## src/rtl/cpu_pkg.sv

```systemverilog
// Shared CPU definitions: register address width, forwarding select encoding and
// the per-stage shadow records kept by the hazard controller.
package cpu_pkg;

  localparam int unsigned REG_ADDR_W = 5;

  typedef logic [REG_ADDR_W-1:0] reg_addr_t;

  localparam logic [1:0] FWD_RF  = 2'b00;
  localparam logic [1:0] FWD_MEM = 2'b01;
  localparam logic [1:0] FWD_WB  = 2'b10;

  // What every shadow stage needs to know about its occupant's write-back.
  typedef struct packed {
    logic      valid;
    logic      wr_en;
    reg_addr_t wr_addr;
    logic      is_load;
  } stage_t;

  // Source operands, only tracked for the instruction sitting in EX.
  typedef struct packed {
    reg_addr_t rs;
    reg_addr_t rt;
    logic      uses_rs;
    logic      uses_rt;
  } ex_src_t;

  localparam stage_t  STAGE_EMPTY  = '0;
  localparam ex_src_t EX_SRC_EMPTY = '0;

  // Operand select for one EX source: the youngest non-load producer wins, $0 never forwards.
  function automatic logic [1:0] fwd_sel(input logic      ex_valid,
                                         input logic      uses,
                                         input reg_addr_t src,
                                         input stage_t    mem,
                                         input stage_t    wb);
    logic [1:0] sel;
    sel = FWD_RF;
    if (ex_valid && uses && (src != '0)) begin
      if (mem.valid && mem.wr_en && (mem.wr_addr == src) && !mem.is_load) begin
        sel = FWD_MEM;
      end else if (wb.valid && wb.wr_en && (wb.wr_addr == src)) begin
        sel = FWD_WB;
      end
    end
    return sel;
  endfunction

endpackage

```

## src/rtl/hazard_ctrl_if.sv

```systemverilog
// Bundle between the pipeline datapath (master) and the hazard controller (slave):
// decoded ID fields and stage events in, stall/flush/forward controls out.
interface hazard_ctrl_if;
  import cpu_pkg::*;

  logic      id_valid;
  reg_addr_t id_rs;
  reg_addr_t id_rt;
  logic      id_uses_rs;
  logic      id_uses_rt;
  logic      id_wr_en;
  reg_addr_t id_wr_addr;
  logic      id_is_load;
  logic      id_is_muldiv;
  logic      id_reads_hilo;
  logic      ex_branch_taken;
  logic      mem_stall;

  logic       stall_if;
  logic       stall_id;
  logic       bubble_ex;
  logic       flush_id;
  logic       freeze;
  logic [1:0] fwd_a_sel;
  logic [1:0] fwd_b_sel;
  logic       muldiv_busy;

  modport master (
    output id_valid, id_rs, id_rt, id_uses_rs, id_uses_rt, id_wr_en, id_wr_addr,
           id_is_load, id_is_muldiv, id_reads_hilo, ex_branch_taken, mem_stall,
    input  stall_if, stall_id, bubble_ex, flush_id, freeze, fwd_a_sel, fwd_b_sel,
           muldiv_busy
  );

  modport slave (
    input  id_valid, id_rs, id_rt, id_uses_rs, id_uses_rt, id_wr_en, id_wr_addr,
           id_is_load, id_is_muldiv, id_reads_hilo, ex_branch_taken, mem_stall,
    output stall_if, stall_id, bubble_ex, flush_id, freeze, fwd_a_sel, fwd_b_sel,
           muldiv_busy
  );

endinterface

```

## src/rtl/muldiv_seq.sv

```systemverilog
// Mul/div occupancy counter: loaded on issue into EX, counts down on every unfrozen cycle.
module muldiv_seq #(
  parameter int unsigned MULDIV_CYCLES = 32
) (
  input  logic clk,
  input  logic rst_n,
  input  logic issue_i,
  input  logic advance_i,
  output logic busy_o
);

  localparam int unsigned CntW = 6;

  logic [CntW-1:0] cnt_q, cnt_d;

  always_comb begin
    cnt_d = cnt_q;
    if (advance_i) begin
      if (issue_i) begin
        cnt_d = CntW'(MULDIV_CYCLES);
      end else if (cnt_q != '0) begin
        cnt_d = cnt_q - CntW'(1);
      end
    end
  end

  always_ff @(posedge clk or negedge rst_n) begin
    if (!rst_n) begin
      cnt_q <= '0;
    end else begin
      cnt_q <= cnt_d;
    end
  end

  assign busy_o = (cnt_q != '0);

endmodule

```

## src/rtl/hazard_ctrl.sv

```systemverilog
// Pipeline hazard controller: shadows EX/MEM/WB, raises load-use and HI/LO stalls,
// branch flushes and memory freezes, and picks the EX operand forwarding sources.
module hazard_ctrl
  import cpu_pkg::*;
#(
  parameter int unsigned MULDIV_CYCLES = 32
) (
  input logic          clk,
  input logic          rst_n,
  hazard_ctrl_if.slave bus
);

  stage_t  ex_q, ex_d;
  stage_t  mem_q, mem_d;
  stage_t  wb_q, wb_d;
  ex_src_t ex_src_q, ex_src_d;

  logic lu_hazard;
  logic hl_hazard;
  logic advance;
  logic muldiv_busy;
  logic muldiv_issue;

  logic stall_if;
  logic stall_id;
  logic bubble_ex;
  logic flush_id;
  logic freeze;

  // Load in EX whose destination is read by the instruction in ID.
  always_comb begin
    lu_hazard = 1'b0;
    if (bus.id_valid && ex_q.valid && ex_q.is_load && ex_q.wr_en && (ex_q.wr_addr != '0)) begin
      lu_hazard = (bus.id_uses_rs && (bus.id_rs == ex_q.wr_addr)) ||
                  (bus.id_uses_rt && (bus.id_rt == ex_q.wr_addr));
    end
  end

  assign hl_hazard = bus.id_valid && (bus.id_reads_hilo || bus.id_is_muldiv) && muldiv_busy;

  // Priority: memory freeze, then branch flush, then ID-side stalls.
  always_comb begin
    stall_if  = 1'b0;
    stall_id  = 1'b0;
    bubble_ex = 1'b0;
    flush_id  = 1'b0;
    freeze    = 1'b0;
    if (bus.mem_stall) begin
      freeze   = 1'b1;
      stall_if = 1'b1;
      stall_id = 1'b1;
    end else if (bus.ex_branch_taken) begin
      flush_id  = 1'b1;
      bubble_ex = 1'b1;
    end else if (lu_hazard || hl_hazard) begin
      stall_if  = 1'b1;
      stall_id  = 1'b1;
      bubble_ex = 1'b1;
    end
  end

  assign advance      = !bus.mem_stall;
  assign muldiv_issue = bus.id_valid && bus.id_is_muldiv && !bubble_ex;

  always_comb begin
    ex_d     = ex_q;
    ex_src_d = ex_src_q;
    mem_d    = mem_q;
    wb_d     = wb_q;
    if (advance) begin
      wb_d  = mem_q;
      mem_d = ex_q;
      if (bubble_ex) begin
        ex_d     = STAGE_EMPTY;
        ex_src_d = EX_SRC_EMPTY;
      end else begin
        ex_d.valid       = bus.id_valid;
        ex_d.wr_en       = bus.id_wr_en;
        ex_d.wr_addr     = bus.id_wr_addr;
        ex_d.is_load     = bus.id_is_load;
        ex_src_d.rs      = bus.id_rs;
        ex_src_d.rt      = bus.id_rt;
        ex_src_d.uses_rs = bus.id_uses_rs;
        ex_src_d.uses_rt = bus.id_uses_rt;
      end
    end
  end

  always_ff @(posedge clk or negedge rst_n) begin
    if (!rst_n) begin
      ex_q     <= STAGE_EMPTY;
      ex_src_q <= EX_SRC_EMPTY;
      mem_q    <= STAGE_EMPTY;
      wb_q     <= STAGE_EMPTY;
    end else begin
      ex_q     <= ex_d;
      ex_src_q <= ex_src_d;
      mem_q    <= mem_d;
      wb_q     <= wb_d;
    end
  end

  muldiv_seq #(
    .MULDIV_CYCLES(MULDIV_CYCLES)
  ) u_muldiv_seq (
    .clk      (clk),
    .rst_n    (rst_n),
    .issue_i  (muldiv_issue),
    .advance_i(advance),
    .busy_o   (muldiv_busy)
  );

  assign bus.stall_if    = stall_if;
  assign bus.stall_id    = stall_id;
  assign bus.bubble_ex   = bubble_ex;
  assign bus.flush_id    = flush_id;
  assign bus.freeze      = freeze;
  assign bus.muldiv_busy = muldiv_busy;
  assign bus.fwd_a_sel   = fwd_sel(ex_q.valid, ex_src_q.uses_rs, ex_src_q.rs, mem_q, wb_q);
  assign bus.fwd_b_sel   = fwd_sel(ex_q.valid, ex_src_q.uses_rt, ex_src_q.rt, mem_q, wb_q);

endmodule

```

## src/flat_wrapper.sv

```systemverilog
// flat-port wrapper written by rule: the top's interface ports become plain ports
module hazard_ctrl_flat import cpu_pkg::*;
#(
  parameter int unsigned MULDIV_CYCLES = 32
)
  (clk, rst_n, bus_id_valid, bus_id_rs, bus_id_rt, bus_id_uses_rs, bus_id_uses_rt, bus_id_wr_en, bus_id_wr_addr, bus_id_is_load, bus_id_is_muldiv, bus_id_reads_hilo, bus_ex_branch_taken, bus_mem_stall, bus_stall_if, bus_stall_id, bus_bubble_ex, bus_flush_id, bus_freeze, bus_fwd_a_sel, bus_fwd_b_sel, bus_muldiv_busy);
  hazard_ctrl_if bus_i ();
  input logic clk;
  input logic rst_n;
  input wire logic [$bits(bus_i.id_valid)-1:0] bus_id_valid;
  input wire logic [$bits(bus_i.id_rs)-1:0] bus_id_rs;
  input wire logic [$bits(bus_i.id_rt)-1:0] bus_id_rt;
  input wire logic [$bits(bus_i.id_uses_rs)-1:0] bus_id_uses_rs;
  input wire logic [$bits(bus_i.id_uses_rt)-1:0] bus_id_uses_rt;
  input wire logic [$bits(bus_i.id_wr_en)-1:0] bus_id_wr_en;
  input wire logic [$bits(bus_i.id_wr_addr)-1:0] bus_id_wr_addr;
  input wire logic [$bits(bus_i.id_is_load)-1:0] bus_id_is_load;
  input wire logic [$bits(bus_i.id_is_muldiv)-1:0] bus_id_is_muldiv;
  input wire logic [$bits(bus_i.id_reads_hilo)-1:0] bus_id_reads_hilo;
  input wire logic [$bits(bus_i.ex_branch_taken)-1:0] bus_ex_branch_taken;
  input wire logic [$bits(bus_i.mem_stall)-1:0] bus_mem_stall;
  output wire logic [$bits(bus_i.stall_if)-1:0] bus_stall_if;
  output wire logic [$bits(bus_i.stall_id)-1:0] bus_stall_id;
  output wire logic [$bits(bus_i.bubble_ex)-1:0] bus_bubble_ex;
  output wire logic [$bits(bus_i.flush_id)-1:0] bus_flush_id;
  output wire logic [$bits(bus_i.freeze)-1:0] bus_freeze;
  output wire logic [$bits(bus_i.fwd_a_sel)-1:0] bus_fwd_a_sel;
  output wire logic [$bits(bus_i.fwd_b_sel)-1:0] bus_fwd_b_sel;
  output wire logic [$bits(bus_i.muldiv_busy)-1:0] bus_muldiv_busy;
  assign bus_i.id_valid = bus_id_valid;
  assign bus_i.id_rs = bus_id_rs;
  assign bus_i.id_rt = bus_id_rt;
  assign bus_i.id_uses_rs = bus_id_uses_rs;
  assign bus_i.id_uses_rt = bus_id_uses_rt;
  assign bus_i.id_wr_en = bus_id_wr_en;
  assign bus_i.id_wr_addr = bus_id_wr_addr;
  assign bus_i.id_is_load = bus_id_is_load;
  assign bus_i.id_is_muldiv = bus_id_is_muldiv;
  assign bus_i.id_reads_hilo = bus_id_reads_hilo;
  assign bus_i.ex_branch_taken = bus_ex_branch_taken;
  assign bus_i.mem_stall = bus_mem_stall;
  assign bus_stall_if = bus_i.stall_if;
  assign bus_stall_id = bus_i.stall_id;
  assign bus_bubble_ex = bus_i.bubble_ex;
  assign bus_flush_id = bus_i.flush_id;
  assign bus_freeze = bus_i.freeze;
  assign bus_fwd_a_sel = bus_i.fwd_a_sel;
  assign bus_fwd_b_sel = bus_i.fwd_b_sel;
  assign bus_muldiv_busy = bus_i.muldiv_busy;
  hazard_ctrl #(.MULDIV_CYCLES(MULDIV_CYCLES)) u_core (.clk(clk), .rst_n(rst_n), .bus(bus_i));
endmodule
```

## config.mk

```make
export PLATFORM = sky130hd
export DESIGN_NAME = hazard_ctrl_flat
export DESIGN_NICKNAME = d
export VERILOG_FILES = /design/src/rtl/cpu_pkg.sv /design/src/rtl/hazard_ctrl_if.sv /design/src/rtl/muldiv_seq.sv /design/src/rtl/hazard_ctrl.sv /design/src/flat_wrapper.sv
export SDC_FILE = /design/constraint.sdc
export NUM_CORES = 1
export LEC_CHECK = 0
export BUFFER_PORTS_ARGS = -buffer_cell sky130_fd_sc_hd__buf_2
export CAP_MARGIN = 15
export CORE_UTILIZATION = 40
export CTS_BUF_LIST = sky130_fd_sc_hd__clkbuf_4 sky130_fd_sc_hd__clkbuf_8
export CTS_CLUSTER_DIAMETER = 60
export CTS_CLUSTER_SIZE = 25
export DETAILED_ROUTE_END_ITERATION = 10
export PLACE_DENSITY = 0.57
export SLEW_MARGIN = 15
export SYNTH_ARGS = -nofsm -noshare
export SYNTH_HDL_FRONTEND = slang
export SYNTH_SLANG_ARGS = --single-unit
export TNS_END_PERCENT = 1
```

## constraint.sdc

```tcl
create_clock -name clk -period 2.4 [get_ports clk]
set_input_delay 0.12 -clock clk [delete_from_list [all_inputs] [get_ports clk]]
set_output_delay 0.12 -clock clk [all_outputs]
set_load 0.02 [all_outputs]
```

==> results.json <==
{
  "status": "finished, violations left",
  "violations": "hold timing",
  "synthTopCellsByArea": "dfrtp_1 44%, mux2_2 7.3%, xnor2_1 6.8%",
  "tightest_slew_ns": 0.919,
  "p_sw_mw": 0.609,
  "gp_congestion": 0.750,
  "synthArstFlopShare_pct": 100,
  "grt_pass1_vias": 1645,
  "setup_ws_ns": 0.184,
  "finalCriticalPeriod_ns": 2.22,
  "ys_seq_elements": 41,
  "fmax_mhz": 451,
  "grt_max_degree": 42,
  "synth-edff-count": 0,
  "ys_seq_area_share_pct": 44.5,
  "hold_slack_ns": -0.0504,
  "p_comb_share_pct": 23.5,
  "drive_gt1_share_pct": 33.5,
  "grt_pass1_wl_mm": 8.67,
  "dp_cells": 298,
  "nets": 260,
  "final-seq-area_mm2": 0.00103,
  "cts_root_buf": "clkbuf_8",
  "die_y_um": 77.9,
  "initial_core_util_pct": 41.6,
  "ys.flop_type": "dfrtp_1",
  "end_kind": "output port",
  "drt-vias-per-instance": 5.39,
  "hpwlAfterDp_mm": 3.76,
  "internal-power_mw": 1.32,
  "rows": 27,
  "yosysTopAreaCell": "dfrtp_1",
  "io_buffers": 35,
  "setup_tns_ns": 0,
  "syn_to_final_growth_pct": 13.9,
  "synth_cells": 200,
  "first_iter_violations": 55,
  "crit_type": "reg -> out",
  "power.density_mw_per_mm2": 734,
  "numCtsBuffers": 5,
  "drt-pass1-iter-count": 4,
  "cp-start-kind": "flip-flop",
  "peakVddDrop_uv": 378,
  "clkPwrFrac_pct": 27.8,
  "wl_per_cell_um": 16.7,
  "slew_headroom_pct": 38.8,
  "crit_fanout": 14,
  "clock_sinks": 41,
  "hold_viol": 41,
  "clock_path_buffers": 2,
  "clkTransAtPathRegs_ns": 0.08,
  "h-tree-depth": 2,
  "track_usage_pct": 18.7,
  "required_ns": 2.28,
  "grt_overflow": 0,
  "routed_wl_mm": 5.11,
  "timing.final.crit_share_pct": 92.3,
  "holdBufCountCts": 0,
  "pin_count": 36,
  "fp.coreArea_mm2": 0.00554,
  "utilization_pct": 47.4,
  "fill_cells": 557,
  "yosys_warnings": 0,
  "grt_antenna_before_repair": 0,
  "worstPathArrival_ns": 2.10,
  "clkLatencyLatePin_ns": 0.29,
  "syn_nets": 227,
  "cts_tree": "yes",
  "antenna_cells": 0,
  "finalClockSkew_ns": 0.00717,
  "pwr-share-seq_pct": 48.7,
  "synth.distinct_cells": 43,
  "switching_share_pct": 31.6,
  "rsz0062_at_grt": "no",
  "drv_slew": 0,
  "cpMaxStageDelayCell": "a211o_4",
  "p_leak_nw": 1.17,
  "yosysTopAreaCellShare_pct": 44.5,
  "stdcell_count": 305,
  "drtAntennaViolNets": 0,
  "drc": 0,
  "hold_class": "in -> async",
  "fp.dieW_um": 77.9,
  "slowest_delay_ns": 0.44,
  "max_cap_violations": 0,
  "post-cts-setup-buffer-count": 0,
  "synth_area_mm2": 0.00231,
  "dieArea_mm2": 0.00608,
  "postCtsResizedCells": 0,
  "vias": 1643,
  "setup_viol": 0,
  "place_ws_ns": 0.491,
  "avgSynthCellArea_um2": 11.5,
  "cp_cell_sequence": "inv_1 -> ha_1 -> nor3b_2 -> a21oi_2 -> a211o_4 -> and2_1 -> buf_2",
  "multi_input_area_mm2": 0.00121
}
sequential cells by signal, indices dropped and copies added (netlist names):
name                       flops
u_core.u_muldiv_seq.cnt_q      6
u_core.mem_q                   8
u_core.wb_q                    7
u_core.ex_src_q               12
u_core.ex_q                    8
metrics by stage:
step / power [mW] / instance area, um2
after CTS: 1.95 / 2630
after global placement: 1.40 / 2520
after detailed placement: 1.41 / 2520
final: 1.93 / 2630
after global routing: 2.05 / 2630
after floorplan: 1.27 / 2310
worst max-delay path, delay by kind of cell (launching register included):
family	cells	cell delay [ns]
and+or+nand+nor	2	0.41
buffers and inverters	2	0.24
adders and majority gates	1	0.17
AOI/OAI and AO/OA	2	0.58
DFF	1	0.40
final cells by class:
| class | count | share of cell area (%) |
|---|---|---|
| multi-input cells | 144 | 45.9 |
| flip-flops and latches | 41 | 39.0 |
| repair buffers | 36 | 6.95 |
| well taps | 72 | 3.43 |
| clock buffers | 5 | 2.62 |
| clock inverters | 2 | 1.33 |
| inverters | 5 | 0.714 |
per-layer routing:
metal  global-route usage, %  vias up  share of wire [%]
li1                        -      802                  -
met1                    26.8      802                 52
met2                    28.9       32                 44
met3                    3.41        7                3.3
met4                    5.00        0                1.0
met5                       0        -                  0
logic make-up (layout without fill, tap and decap cells):
group | after synthesis | in the layout | synth area share, %
AOI/OAI and AO/OA | 43 | 43 | 16.0
xor gates and xnor gates | 30 | 30 | 11.4
adders and majority gates | 1 | 1 | 0.542
buffers and inverters | 15 | 48 | 3.20
DFF | 41 | 41 | 44.5
muxes | 28 | 28 | 13.0
and+or+nand+nor | 42 | 42 | 11.4
final timing paths:
kind / start / cells past startpoint / slack [ns] / to
max: u_core.u_muldiv_seq.cnt_q[0] / 7 / 0.18 / bus_bubble_ex
min: rst_n / 1 / -0.05 / u_core.wb_q[3]
max reg2reg: u_core.u_muldiv_seq.cnt_q[0] / 7 / 0.51 / u_core.u_muldiv_seq.cnt_q[5]
min reg2reg: u_core.mem_q[0] / 1 / 0.50 / u_core.mem_q[0]
max in group asynchronous: rst_n / 1 / 1.86 / u_core.u_muldiv_seq.cnt_q[4]
min in group clk: bus_id_is_load / 2 / 0.07 / u_core.ex_q[0]
synthesized netlist by cell type (2+ instances only):
cell type	instances
nand4_1	3
buf_1	2
o31a_1	2
a21oi_1	8
o21ai_1	2
nand2_1	5
clkbuf_1	3
or3_1	2
or4_1	3
nand4_2	2
xor2_1	12
nor3_1	6
dfrtp_1	41
o31ai_1	2
mux2i_1	13
a32o_1	7
o211ai_1	2
nand3_1	3
a21oi_2	12
nor2_1	4
xnor2_1	18
buf_4	2
nor4_1	4
o21ai_0	4
nor4b_1	2
buf_2	2
inv_1	4
mux2_2	15
placed cells by master (no fill, tap or decap), types with 3 or more instances in the layout:
cell | Yosys | final
dfrtp_1 | 41 | 41
buf_2 | 2 | 35
xnor2_1 | 18 | 18
mux2_2 | 15 | 15
mux2i_1 | 13 | 13
xor2_1 | 12 | 12
a21oi_2 | 12 | 12
a21oi_1 | 8 | 8
a32o_1 | 7 | 7
nor3_1 | 6 | 6
nand2_1 | 5 | 5
clkbuf_8 | 0 | 5
nor4_1 | 4 | 4
nor2_1 | 4 | 4
inv_1 | 4 | 4
o21ai_0 | 4 | 4
or4_1 | 3 | 3
nand3_1 | 3 | 3
nand4_1 | 3 | 3
power by group through the flow:
stage	Sequential (mW)	Clock [mW]	Combinational, mW
floorplan	0.909	0	0.363
global placement	0.950	0	0.452
detailed placement	0.953	0	0.459
CTS	0.940	0.547	0.460
global route	0.965	0.575	0.513
finish	0.940	0.536	0.454
Power figures use the tool's default switching activity.
